[config.mk]
export PLATFORM = sky130hd
export DESIGN_NAME = pixel_frame_streamer
export DESIGN_NICKNAME = d
export VERILOG_FILES = /design/src/rtl/pixel_frame_streamer_pkg.sv /design/src/rtl/pixel_frame_streamer_raster_counter.sv /design/src/rtl/pixel_frame_streamer.sv
export SDC_FILE = /design/constraint.sdc
export NUM_CORES = 1
export LEC_CHECK = 0
export BUFFER_PORTS_ARGS = -buffer_cell sky130_fd_sc_hd__buf_2
export CAP_MARGIN = 10
export CORE_MARGIN = 3
export CORE_UTILIZATION = 45
export DETAILED_ROUTE_END_ITERATION = 10
export PLACE_DENSITY = 0.67
export SLEW_MARGIN = 20
export SYNTH_ARGS = -nofsm -noshare
export SYNTH_HDL_FRONTEND = slang
export SYNTH_SLANG_ARGS = --single-unit
[constraint.sdc]
create_clock -name clk -period 2.55 [get_ports clk]
set_clock_uncertainty 0.05 [all_clocks]
set_input_delay 0.51 -clock clk [delete_from_list [all_inputs] [get_ports clk]]
set_output_delay 0.51 -clock clk [all_outputs]
set_load 0.01 [all_outputs]
[src/rtl/pixel_frame_streamer_pkg.sv]
// Shared definitions for the pixel frame streamer and the Gaussian window buffer it feeds.
package pixel_frame_streamer_pkg;

  localparam int DEF_WIDTH  = 512;
  localparam int DEF_HEIGHT = 512;
  localparam int R_KERNEL   = 2;

  typedef enum logic [2:0] {
    ST_IDLE,
    ST_READ,
    ST_GAP,
    ST_FLUSH,
    ST_DONE
  } state_e;

  function automatic logic is_busy_state(input state_e s);
    return (s == ST_READ) || (s == ST_GAP) || (s == ST_FLUSH);
  endfunction

endpackage

[src/rtl/pixel_frame_streamer_raster_counter.sv]
// Column/row raster counter with end-of-row and end-of-frame flags; clear has priority over enable.
module raster_counter
  import pixel_frame_streamer_pkg::*;
#(
  parameter int WIDTH   = DEF_WIDTH,
  parameter int HEIGHT  = DEF_HEIGHT,
  parameter int COORD_W = 9
) (
  input  logic               clk,
  input  logic               rst,
  input  logic               clear,
  input  logic               en,
  output logic [COORD_W-1:0] col,
  output logic [COORD_W-1:0] row,
  output logic               eol,
  output logic               eof
);

  logic [COORD_W-1:0] col_q, col_d;
  logic [COORD_W-1:0] row_q, row_d;

  assign eol = (col_q == COORD_W'(WIDTH - 1));
  assign eof = eol && (row_q == COORD_W'(HEIGHT - 1));
  assign col = col_q;
  assign row = row_q;

  always_comb begin
    col_d = col_q;
    row_d = row_q;
    if (clear) begin
      col_d = '0;
      row_d = '0;
    end else if (en) begin
      if (eol) begin
        col_d = '0;
        row_d = eof ? '0 : row_q + COORD_W'(1);
      end else begin
        col_d = col_q + COORD_W'(1);
      end
    end
  end

  always_ff @(posedge clk) begin
    if (rst) begin
      col_q <= '0;
      row_q <= '0;
    end else begin
      col_q <= col_d;
      row_q <= row_d;
    end
  end

endmodule

[src/rtl/pixel_frame_streamer.sv]
// Reads a WIDTH x HEIGHT frame from a 1-cycle-latency RAM and streams it in raster order,
// one pixel per cycle with optional blanking between rows; the pixel stream trails the reads by one cycle.
module pixel_frame_streamer
  import pixel_frame_streamer_pkg::*;
#(
  parameter int WIDTH    = DEF_WIDTH,
  parameter int HEIGHT   = DEF_HEIGHT,
  parameter int LINE_GAP = 0,
  parameter int ADDR_W   = 18,
  parameter int COORD_W  = 9
) (
  input  logic               clk,
  input  logic               rst,
  input  logic               start,
  output logic               mem_rd_en,
  output logic [ADDR_W-1:0]  mem_addr,
  input  logic [7:0]         mem_rd_data,
  output logic               pix_write,
  output logic [7:0]         pix_data,
  output logic [COORD_W-1:0] pix_col,
  output logic [COORD_W-1:0] pix_row,
  output logic               busy,
  output logic               frame_done
);

  localparam int GAP_W    = (LINE_GAP > 1) ? $clog2(LINE_GAP) : 1;
  localparam int GAP_LAST = (LINE_GAP > 0) ? LINE_GAP - 1 : 0;

  state_e             state_q, state_d;
  logic               rd_en_q, rd_en_d;
  logic [ADDR_W-1:0]  addr_q, addr_d;
  logic [GAP_W-1:0]   gap_cnt_q, gap_cnt_d;
  logic               busy_q, busy_d;
  logic               done_q, done_d;
  logic               pix_write_q, pix_write_d;
  logic [COORD_W-1:0] pix_col_q, pix_col_d;
  logic [COORD_W-1:0] pix_row_q, pix_row_d;
  logic [7:0]         pix_hold_q, pix_hold_d;

  logic               rc_clear, rc_en, rc_eol, rc_eof;
  logic [COORD_W-1:0] rc_col, rc_row;

  raster_counter #(
    .WIDTH  (WIDTH),
    .HEIGHT (HEIGHT),
    .COORD_W(COORD_W)
  ) u_rd_raster (
    .clk  (clk),
    .rst  (rst),
    .clear(rc_clear),
    .en   (rc_en),
    .col  (rc_col),
    .row  (rc_row),
    .eol  (rc_eol),
    .eof  (rc_eof)
  );

  // The raster counter always names the read currently on mem_addr; it advances on the cycle
  // that read is issued, so it already points at the next row's first pixel during blanking.
  always_comb begin
    state_d   = state_q;
    rd_en_d   = 1'b0;
    addr_d    = addr_q;
    gap_cnt_d = gap_cnt_q;
    rc_clear  = 1'b0;
    rc_en     = 1'b0;
    case (state_q)
      ST_IDLE, ST_DONE: begin
        if (start) begin
          state_d  = ST_READ;
          rd_en_d  = 1'b1;
          addr_d   = '0;
          rc_clear = 1'b1;
        end else begin
          state_d = ST_IDLE;
        end
      end
      ST_READ: begin
        if (rc_eof) begin
          state_d = ST_FLUSH;
        end else begin
          rc_en  = 1'b1;
          addr_d = addr_q + ADDR_W'(1);
          if (rc_eol && (LINE_GAP > 0)) begin
            state_d   = ST_GAP;
            gap_cnt_d = '0;
          end else begin
            rd_en_d = 1'b1;
          end
        end
      end
      ST_GAP: begin
        if (gap_cnt_q == GAP_W'(GAP_LAST)) begin
          state_d = ST_READ;
          rd_en_d = 1'b1;
        end else begin
          gap_cnt_d = gap_cnt_q + GAP_W'(1);
        end
      end
      ST_FLUSH: state_d = ST_DONE;
      default:  state_d = ST_IDLE;
    endcase

    busy_d = is_busy_state(state_d);
    done_d = (state_d == ST_DONE);

    pix_write_d = rd_en_q;
    pix_col_d   = rd_en_q ? rc_col : pix_col_q;
    pix_row_d   = rd_en_q ? rc_row : pix_row_q;
    pix_hold_d  = pix_write_q ? mem_rd_data : pix_hold_q;
  end

  always_ff @(posedge clk) begin
    if (rst) begin
      state_q     <= ST_IDLE;
      rd_en_q     <= 1'b0;
      addr_q      <= '0;
      gap_cnt_q   <= '0;
      busy_q      <= 1'b0;
      done_q      <= 1'b0;
      pix_write_q <= 1'b0;
      pix_col_q   <= '0;
      pix_row_q   <= '0;
      pix_hold_q  <= '0;
    end else begin
      state_q     <= state_d;
      rd_en_q     <= rd_en_d;
      addr_q      <= addr_d;
      gap_cnt_q   <= gap_cnt_d;
      busy_q      <= busy_d;
      done_q      <= done_d;
      pix_write_q <= pix_write_d;
      pix_col_q   <= pix_col_d;
      pix_row_q   <= pix_row_d;
      pix_hold_q  <= pix_hold_d;
    end
  end

  // RAM output is already a register; pass it straight through on write cycles, hold otherwise.
  assign pix_data   = pix_write_q ? mem_rd_data : pix_hold_q;
  assign mem_rd_en  = rd_en_q;
  assign mem_addr   = addr_q;
  assign pix_write  = pix_write_q;
  assign pix_col    = pix_col_q;
  assign pix_row    = pix_row_q;
  assign busy       = busy_q;
  assign frame_done = done_q;

endmodule

==> results.txt <==
- In the post-synthesis netlist, the biggest area contributors are dfxtp_1, mux2i_1, nor2_1, a21oi_1, mux2_2.
* Post-DP HPWL: 4230 µm
- The worst-case IR drop observed on VDD is 0.000441 V.
- Residual antenna-violating net count after detailed routing: 0
- Cell row count: 29
- The clock passes through at most 2 buffers.
- Share of the yosys chip area belonging to registers: 0.453
* DRC violation count after routing: 0
- Summed over all layers, the global routing overflow is 0.
* Highest clock frequency the design can meet: 444 MHz
* Full die area: 0.00780 mm²
* #FFs+latches synth: 69
- Number of antenna violations at the first check in global routing: 0
- TritonRoute pass-1 iters: 4
- Wire per inst: 13.2 µm
* End of the critical path: mem_addr[9]$_SDFFE_PP0P_
* Core Footprint: 0.00646 mm²
* Count of inserted antenna diode cells: 0
- Dividing the final minimum period by the clock period gives 0.884.
- The worst setup path is launched from a flip-flop.
- The run finished with clean final reports.
- Power dissipated by switching net loads: 0.000490 W
- After clock tree synthesis, the clock-pin slew on the worst setup and hold paths is 0.07 ns.
- Post-synth top area share: 0.453
* Internal Power: 0.00190 W
- Buffers inserted to repair hold after CTS numbered 0.
- The largest total area in the synthesized netlist belongs to dfxtp_1.
- Via count of the first global-routing pass: 2153
- Once layout is complete, the utilization of the core stands at 0.562.
- Path class of the lowest-slack min-delay path: flip-flop to flip-flop
* Lkg Pwr: 1.47 nW
* Worst Path Arrival: 2.47 ns
- Count of input and output buffers: 58
- Final period demand of the worst path: 2.25 ns
* Post-route setup TNS: 0 ns
- Gate power share: 0.059
- Final layout net count: 389
- Clock insertion delay at the later pin of the skew report: 0.34 ns
- The number of different library cells used by synthesis comes to 48.
- In this run the vertical extent of the chip is 88.3 µm.
- In the global route stage, overall resource usage came out at 0.161.
- The number of max-slew violations in the final report was 0.
- Worst Tran Pin Value: 0.546 ns
* Average vias per placed instance: 5.38
- Instance count of the mapped netlist: 318
* Initial detailed-routing violation count: 129
* RSZ-0062 raised after global routing: no
- Endpoint kind of the worst setup timing path: flip-flop
* Final hold vios: 0
- Of the total power, registers draw 0.461.
* Per-instance average area after synthesis: 9.59 µm²
- Smallest hold slack: 0.439 ns
- Critical-path maximum fanout: 30
- For this configuration, the core starts out at a cell density of 0.472.
- In this run the cell area of the synthesized design comes to 0.00305 mm².
- Share of power burned in the clock network: 0.479
- Die Wd: 88.3 µm
- Top-level port count: 59
- Along the worst hold path, the cell count comes to 2.
* Via count of the routed design: 2447
- In this run the register-to-register setup slack is 0.30 ns.
- In this run the most critical hold path is launched from mem_addr[17]$_SDFFE_PP0P_.
- Of the total power, the share spent switching nets is 0.205.
- Finish-stage setup viols: 0
* Clock buffer count from CTS: 9
- Sink Count: 69
* Worst-case reg-to-reg path depth: 9
- The H-tree was split into 3 levels.
- In this run the clock root is driven by a clkbuf_8.
* Yosys warning total: 0
* Reported max-cap violation count: 0
- Origin of the critical flop-to-flop path: u_rd_raster.col[0]$_SDFFE_PP0P_
* Synth-to-Final Area Change: 19.1%
* Tightest slew margin relative to the limit: 0.636
* Required @ worst endpoint: 2.77 ns
* Post-Syn Nets: 334
* Clock tree from TritonCTS: done
* Total length of routed wires: 6000 µm
- Layout cell share with drive strength beyond 1: 0.262
* Power density relative to cell area: 658 mW/mm²
* Largest net degree at the start of global routing: 31
- By startpoint and endpoint, the worst setup path is classified as flip-flop to flip-flop.
- Routability-driven placement finished with a final weighted congestion of 0.767.
- In this run the worst setup path begins at u_rd_raster.col[0]$_SDFFE_PP0P_.
* Worst reg2reg endpoint: mem_addr[9]$_SDFFE_PP0P_
- The first global-routing pass estimated 10100 µm of wire.
routing by layer:
metal | part of all wire | track usage | vias to the layer above
met3 | 0.046 | 0.0568 | 6
met2 | 0.47 | 0.257 | 54
met5 | 0 | 0 | -
met1 | 0.47 | 0.208 | 1133
li1 | - | - | 1254
met4 | 0.0088 | 0.0453 | 0
power groups by stage:
stage | sequential, W | combinational (W) | clock (W)
2_1_floorplan | 0.00112 | 0.000108 | 0
3_3_place_gp | 0.00113 | 0.000142 | 0
3_5_place_dp | 0.00113 | 0.000143 | 0
4_1_cts | 0.00110 | 0.000143 | 0.00117
5_1_grt | 0.00110 | 0.000155 | 0.00121
6_report | 0.00110 | 0.000142 | 0.00115
kinds of logic (layout without fill, tap and decap cells):
kind of cell | after synthesis | count (layout) | share of synthesized area
and+or+nand+nor | 138 | 138 | 0.264
DFF | 69 | 69 | 0.453
AOI/OAI and AO/OA | 44 | 44 | 0.0858
muxes | 31 | 31 | 0.107
buffers and inverters | 21 | 81 | 0.0414
xor gates and xnor gates | 10 | 10 | 0.0287
adders and majority gates | 5 | 5 | 0.0205
worst max-delay path: stages (launching register included):
cell	delay [ns]
dfxtp_1	0.35
ha_1	0.25
nand3_1	0.09
nor2_1	0.04
ha_1	0.28
a21oi_2	0.19
mux2i_2	0.11
buf_12	0.17
or4_1	0.50
a21oi_1	0.15
per-stage QoR:
step | std cells | setup slack [ns] | power, W | area, µm²
final | 455 | 0.297 | 0.00239 | 3630
after detailed placement | 439 | 0.315 | 0.00127 | 3370
after global placement | 439 | 0.374 | 0.00127 | 3370
after floorplan | 318 | 0.491 | 0.00123 | 3050
after CTS | 455 | 0.218 | 0.00242 | 3630
after global routing | 455 | 0.0720 | 0.00247 | 3630
Yosys cell counts (all sizes together):
library cell  count
dfxtp            69
nor2             36
nand2            24
a21oi            23
mux2i            22
nand3            16
or4              13
nor2b            11
o31ai            11
buf              10
clkbuf            9
mux2              9
o21ai             6
or3               6
and4              5
ha                5
xnor2             5
xor2              5
nand4b            4
nor3              4
nor3b             4
nor4              4
and2              3
nand4             3
inv               2
a211o             1
a22oi             1
and4b             1
nand2b            1
nor4b             1
o211ai            1
o22ai             1
or2               1
or3b              1
sequential cells by signal, summed over array words and instances (netlist names):
signal	cells
busy	1
frame_done	1
mem_addr	18
mem_rd_en	1
pix_col	9
pix_hold_q	8
pix_row	9
pix_write	1
state_q	3
u_rd_raster.col	9
u_rd_raster.row	9
placed cells by master (no fill, tap or decap), drive strengths merged, types with 6 or more instances in the layout:
cell type and instances:
a21oi 23, mux2i 22, nand2 24, o31ai 11, o21ai 6, nor2 36, or4 13, clkbuf 10
dfxtp 69, nor2b 11, mux2 9, buf 63, or3 6, nand3 16
cell type report:
type                       count  area [µm²]
fill                         578        2830
multi-input combinational    228        1540
sequential                    69        1380
timing repair buffer          63         340
clock inverter                 6         135
clock buffer                  10         128
tap                           77        96.3
inverter                       2        7.51
timing repair:
action / 4_1_cts / 5_1_grt
setup buffers: 0 / 0
setup endpoints to repair: 0 / 1
resized for setup: 0 / 1
how the worst min path moves through the flow:
stage	end	slack, ns
floorplan	u_rd_raster.row[8]$_SDFFE_PP0P_	0.40
global placement	mem_addr[17]$_SDFFE_PP0P_	0.41
detailed placement	pix_row[2]$_SDFFE_PP0P_	0.43
CTS	mem_addr[10]$_SDFFE_PP0P_	0.44
global route	mem_addr[17]$_SDFFE_PP0P_	0.46
finish	mem_addr[17]$_SDFFE_PP0P_	0.44
Note: power is estimated with default switching activity, not from simulation.
